===== config.mk =====
export PLATFORM = sky130hd
export DESIGN_NAME = bcd_convert
export DESIGN_NICKNAME = d
export VERILOG_FILES = /design/src/rtl/bcd_convert.sv
export SDC_FILE = /design/constraint.sdc
export NUM_CORES = 1
export LEC_CHECK = 0
export CORE_ASPECT_RATIO = 0.8
export CORE_MARGIN = 8
export CORE_UTILIZATION = 54
export DETAILED_ROUTE_END_ITERATION = 6
export GPL_TIMING_DRIVEN = 0
export PLACE_DENSITY = 0.79
export SLEW_MARGIN = 20
export SYNTH_ARGS = -nofsm -noshare
export SYNTH_HDL_FRONTEND = slang
export SYNTH_SLANG_ARGS = --single-unit

===== constraint.sdc =====
create_clock -name clk -period 2.2 [get_ports clk]
set_input_delay 0.44 -clock clk [delete_from_list [all_inputs] [get_ports clk]]
set_output_delay 0.44 -clock clk [all_outputs]
set_load 0.01 [all_outputs]

===== src/rtl/bcd_convert.sv =====
// bcd_convert: sequential double-dabble binary-to-BCD converter, one bit per clock,
// with start/busy/done handshake and a captured sign passed through alongside the digits.
module bcd_convert #(
    parameter int W      = 13,
    parameter int DIGITS = 4
) (
    input  logic                  clk,
    input  logic                  rst_n,
    input  logic                  start,
    input  logic [W-1:0]          mag,
    input  logic                  neg,
    output logic                  busy,
    output logic                  done,
    output logic [4*DIGITS-1:0]   bcd,
    output logic                  neg_out
);
    localparam int CW = $clog2(W + 1);
    localparam int BW = 4 * DIGITS;

    typedef enum logic [1:0] {IDLE, SHIFT, DONE} state_t;

    state_t          state_q, state_d;
    logic [W-1:0]    shift_q, shift_d;
    logic [BW-1:0]   scr_q, scr_d;
    logic [CW-1:0]   cnt_q, cnt_d;
    logic [BW-1:0]   bcd_q, bcd_d;
    logic            sign_q, sign_d;
    logic            neg_q, neg_d;
    logic [BW-1:0]   adj;
    logic [BW+W-1:0] nxt;

    // Every scratch digit is corrected in parallel before the shift.
    for (genvar d = 0; d < DIGITS; d++) begin : g_adj
        assign adj[4*d +: 4] = (scr_q[4*d +: 4] >= 4'd5) ? scr_q[4*d +: 4] + 4'd3 : scr_q[4*d +: 4];
    end

    assign nxt = {adj, shift_q} << 1;

    always_comb begin
        state_d = state_q;
        shift_d = shift_q;
        scr_d   = scr_q;
        cnt_d   = cnt_q;
        bcd_d   = bcd_q;
        sign_d  = sign_q;
        neg_d   = neg_q;
        case (state_q)
            IDLE: begin
                if (start) begin
                    shift_d = mag;
                    sign_d  = neg;
                    scr_d   = '0;
                    cnt_d   = '0;
                    state_d = SHIFT;
                end
            end
            SHIFT: begin
                {scr_d, shift_d} = nxt;
                cnt_d = cnt_q + CW'(1);
                if (cnt_q == CW'(W - 1)) begin
                    state_d = DONE;
                    bcd_d   = nxt[W +: BW];
                    neg_d   = sign_q;
                end
            end
            DONE:    state_d = IDLE;
            default: state_d = IDLE;
        endcase
    end

    always_ff @(posedge clk or negedge rst_n) begin
        if (!rst_n) begin
            state_q <= IDLE;
            shift_q <= '0;
            scr_q   <= '0;
            cnt_q   <= '0;
            bcd_q   <= '0;
            sign_q  <= 1'b0;
            neg_q   <= 1'b0;
        end else begin
            state_q <= state_d;
            shift_q <= shift_d;
            scr_q   <= scr_d;
            cnt_q   <= cnt_d;
            bcd_q   <= bcd_d;
            sign_q  <= sign_d;
            neg_q   <= neg_d;
        end
    end

    assign busy    = (state_q != IDLE);
    assign done    = (state_q == DONE);
    assign bcd     = bcd_q;
    assign neg_out = neg_q;
endmodule


== Yosys cells after proc, flatten, opt, wreduce, memory -nomap -nowiden ==
Cells that the tools add are included.
W data, S select, Z words.
Word-level totals
  register bits after elaboration: 53
  bits in latches: 0
  bits in writable memories: 0
  memory bits (read-only): 0
  bits of input ports: 17
  output and inout port bits: 19
  word-level logic and storage cells: 41
  memories: 0
Operators by class
  $add $sub $neg: 5
  multiply operators: 0
  divide/modulo/power cells: 0
  $lt $le $gt $ge: 4
  eq/ne operators: 5
  shifts and indexed selects: 0
  mux-type cells: 13
  bitwise logic cells: 0
  reductions and logical operators: 7
Operators with widths (number)
  $pmux W16 S2: 1
  $pmux W13 S2: 1
  $ge A4 B3 Y1 const B: 4
  $mux W16: 1
  $mux W4: 4
  $mux W13: 1
  $add A4 B2 Y4 const B: 3
  $pmux W4 S2: 1
  $reduce_and A2 Y1: 4
  $add A4 B1 Y4 const B: 1
  $eq A4 B4 Y1 const B: 1
  $mux W2: 2
  $ne A2 B2 Y1 const B: 2
  $pmux W2 S2: 1
  $reduce_bool A2 Y1: 2
  $add A3 B2 Y3 const B: 1
  $mux W3: 1
  $eq A2 B1 Y1 const B: 1
  $eq A2 B2 Y1 const B: 1
  $logic_not A2 Y1: 1

== Logic depth before layout (Yosys ltp) ==
  depth in word-level cells: 3
  depth in mapped cells: 9
  depth with buffers taken out: 7

== Least setup slack after synthesis ==
No wires, ideal clock.
  path kind: reg2reg
  start point: reg scr_q[0]
  end point: reg bcd_q[2], in the netlist bcd[2]
  library setup time: 0.083 ns
  data arrival time: 1.430 ns
  path slack: 0.687 ns
  cell stages (with the launch flop): 6
  clock period less this slack: 1.513 ns
  path through: dfrtp_1 -> ha_1 -> nand2b_1 -> a21oi_1 -> mux2_2 -> o21ai_0
On the way
  word-level cells in the longest chain between the ends: 2
  elaborated cells between the ends (all ways): 3
  classes of those cells: add/sub (1); order compare (1); mux (1)
Ends and longest elaborated chain
  from (decl): RTL line 24  | logic [BW-1:0] scr_q, scr_d;
  from (signal assigned): RTL line 83  | scr_q <= scr_d;
  $add A4 B2 Y4 / $ge A4 B3 Y1 (equally long branches): RTL line 34  | assign adj[4*d +: 4] = (scr_q[4*d +: 4] >= 4'd5) ? scr_q[4*d +: 4] + 4'd3 : scr_q[4*d +: 4];
  $mux W4 *: RTL line 34
  to (signal assigned): RTL line 77  | bcd_q <= '0;
  to (signal assigned): RTL line 85  | bcd_q <= bcd_d;
  to (decl): RTL line 26  | logic [BW-1:0] bcd_q, bcd_d;
Every way passes the cells marked *; elsewhere a longest branch is shown, timed or not.
A chain may end at the register's enable or synchronous reset.

== Worst setup path after layout ==
  start point: reg state_q[1]
  end point: out busy
On the way
  word-level cells in the longest chain between the ends: 1
Ends and longest elaborated chain
  from (decl): RTL line 22  | state_t state_q, state_d;
  from (signal assigned): RTL line 81  | state_q <= state_d;
  $reduce_bool A2 Y1: RTL line 91  | assign busy = (state_q != IDLE);
  to (decl): RTL line 12  | output logic busy,
No other way between the ends.

==> flow_summary.ini <==
[synth]
synth_edf_count = 0
ys_async_sr_fraction_pct = 100
syn_area_mm2 = 0.00263
ys.flop_type = dfrtp_1
ys_seq_area_share_pct = 50.4
syn_nets = 287
ys_ff_latch = 53
syn_avg_cell_area_um2 = 10.1
synthTopCellsByArea = dfrtp_1 (50%), o21ai_0 (7.4%), ha_1 (4.8%)
yosysMostFrequentCell = dfrtp_1
synth_cells = 260
ys.warnings.count = 0
yosys.area.top_type_share_pct = 50.4
yosys-top-cells-count = dfrtp_1 (53), o21ai_0 (39), nand2_1 (28)
yosysUniqueCellTypes = 31
synth_top_cell_by_area = dfrtp_1

[setup_path]
crit_chain = buf_4 -> or2_2 -> clkdlybuf4s50_1
critPathSlowestCell = clkdlybuf4s50_1
crit_path_start_kind = flop
crit_fanout = 19
crit_path_end_kind = primary output
cp_data_arrival_time_ns = 1.69
crit_type = flop to primary output
slowest_delay_ns = 0.48
cp.required_ns = 1.76

[grt]
gr-usage-all-layers_pct = 16.3
grt_start_max_net_pins = 54
grt_pass1_vias = 2008
antenna_found_initial = 0
grt_pass1_wl_um = 9830
overflow = 0

[sta]
fin_crit_ns = 2.13
finalSetupViolations = 0
min_period_over_period_pct = 96.6
fin_skew_ns = 0.0116
fmaxAchievable_ghz = 0.470
max_slew.worst_pin.slew_ns = 0.658
hold_viol_final = 0
maxSlewViolCount = 0
rsz0062_at_grt = no
holdWs_ns = 0.160
maxSlewHeadroom_pct = 56.2

[cts]
clk_latency_ns = 0.31
ctsHoldBuffers = 0
path_clk_slew_ns = 0.10
htree_num_levels = 2
cts_tree = done
cts_buffers = 5
ctsLongestPathBuffers = 2
clkSinkCount = 53
root_buffer = clkbuf_8

[floorplanning]
die_w_um = 94.1
ioPinCount = 36
die_h_um = 78.5
start_util_pct = 56.6
dieArea_mm2 = 0.00738
num_rows = 22
coreArea_mm2 = 0.00465

[routing]
first_pass_iters = 4
drt_iter0_markers = 119
wl_per_cell_um = 15.7
ant_nets = 0
vias = 2056
wl_um = 5660
drc = 0
vias_per_cell = 5.70

[placed_design]
hpwlAfterDp_um = 4000
dpl.cell_count = 355
gp_congestion = 0.811
numPortBuffers = 35

[layout]
fill_cells = 380
layout-drive-gt1-share_pct = 11.0
n_antenna_cell = 0
area_growth_pct = 21.0
layout.nets = 327
stdcell_count = 361

[pwr]
p_leak_nw = 1.37
peakVddDrop_mv = 0.947
power-per-cell-area_mw_per_mm2 = 1460

[hold_path]
hold_class = input port to async pin

[status]
status = complete, no violations

[flow_run]
maxCapViolCount = 0
## through the flow
| step | area (um2) | setup TNS [ns] | power [mW] | util (%) | worst slack, ns |
|---|---|---|---|---|---|
| floorplan | 2630 | 0 | 3.13 | - | 0.687 |
| finish | 3180 | 0 | 4.63 | 68.5 | 0.0738 |
| detailed placement | 3060 | 0 | 3.89 | 65.7 | 0.0776 |
| CTS | 3180 | 0 | 4.67 | 68.4 | 0.0202 |
| global placement | 3060 | -47.17 | 3.79 | 65.7 | -0.893 |
| global route | 3180 | 0 | 5.01 | 68.5 | 0.00677 |
## timing repair
action	CTS	global route
buffers inserted	0	0
resized for setup	0	2
setup endpoints to repair	2	2
## worst max-delay path: cells and delay by family, from the launching register on
| family | cells | cell delay (ns) |
|---|---|---|
| buffers and inverters | 2 | 0.68 |
| AND/OR/NAND/NOR | 1 | 0.28 |
| flip-flops | 1 | 0.41 |
## metal layers
| layer | track usage, % | vias up | wire (um) |
|---|---|---|---|
| met2 | 26.3 | 32 | 2730 |
| met5 | 0 | - | 0 |
| li1 | - | 987 | - |
| met4 | 4.90 | 0 | 45 |
| met3 | 3.42 | 5 | 236 |
| met1 | 21.6 | 1032 | 2640 |
## report_power, final
| group | switching, mW | internal, mW | total (mW) |
|---|---|---|---|
| Clock | 0.324 | 0.452 | 0.776 |
| Sequential | 0.364 | 1.41 | 1.77 |
| Combinational | 1.04 | 1.04 | 2.09 |
## sequential cells by signal, summed over array words and instances, names as in the netlist
signal   cells
neg_out      1
cnt_q        4
state_q      2
shift_q     13
bcd         16
sign_q       1
scr_q       16
## cell usage in the layout, fill, tap and decap left out, drive strengths merged, types with 3 or more instances in the layout
master         count
dfrtp             53
mux2               8
nor2               4
xnor2              4
ha                10
buf                8
inv               10
clkbuf            11
nor2b             17
or3b               4
nor3b              3
a31oi              4
a21oi             20
nand2b             6
a22o               7
clkdlybuf4s50     34
nand2             28
a22oi             12
nor3               5
o21ai             41
## logic make-up after synthesis
kind of cell / share of synthesized area, %
and+or+nand+nor: 14.0
DFF: 50.4
buffers and inverters: 5.80
xor gates and xnor gates: 1.33
muxes: 3.80
adders and majority gates: 4.75
AOI/OAI and AO/OA: 19.9
## path summary, 6_finish.rpt
kind                       slack (ns)                   start                 endpoint  depth (start not counted)
setup / recovery                 0.07  state_q[1]$_DFFE_PN0P_                     busy                          3
hold / removal                   0.16                   rst_n  shift_q[10]$_DFFE_PN0P_                          1
setup reg to reg                 0.45  state_q[0]$_DFFE_PN0P_      bcd[13]$_DFFE_PN0P_                          6
hold reg to reg                  0.49     bcd[14]$_DFFE_PN0P_      bcd[14]$_DFFE_PN0P_                          2
max in group asynchronous        1.60                   rst_n     scr_q[1]$_DFFE_PN0P_                          1
min in group clk                 0.49     bcd[14]$_DFFE_PN0P_      bcd[14]$_DFFE_PN0P_                          2
## area by class of cell
| class | instances | area [um2] | share of cell area [%] |
|---|---|---|---|
| well taps | 60 | 75.1 | 2.36 |
| plain buffers | 13 | 93.8 | 2.95 |
| multi-input cells | 181 | 1150 | 36.2 |
| clock buffers | 5 | 68.8 | 2.16 |
| clock inverters | 3 | 65.1 | 2.04 |
| repair buffers | 35 | 348 | 10.9 |
| inverters | 11 | 53.8 | 1.69 |
| flip-flops and latches | 53 | 1330 | 41.7 |
Note: power is estimated with default switching activity, not from simulation.
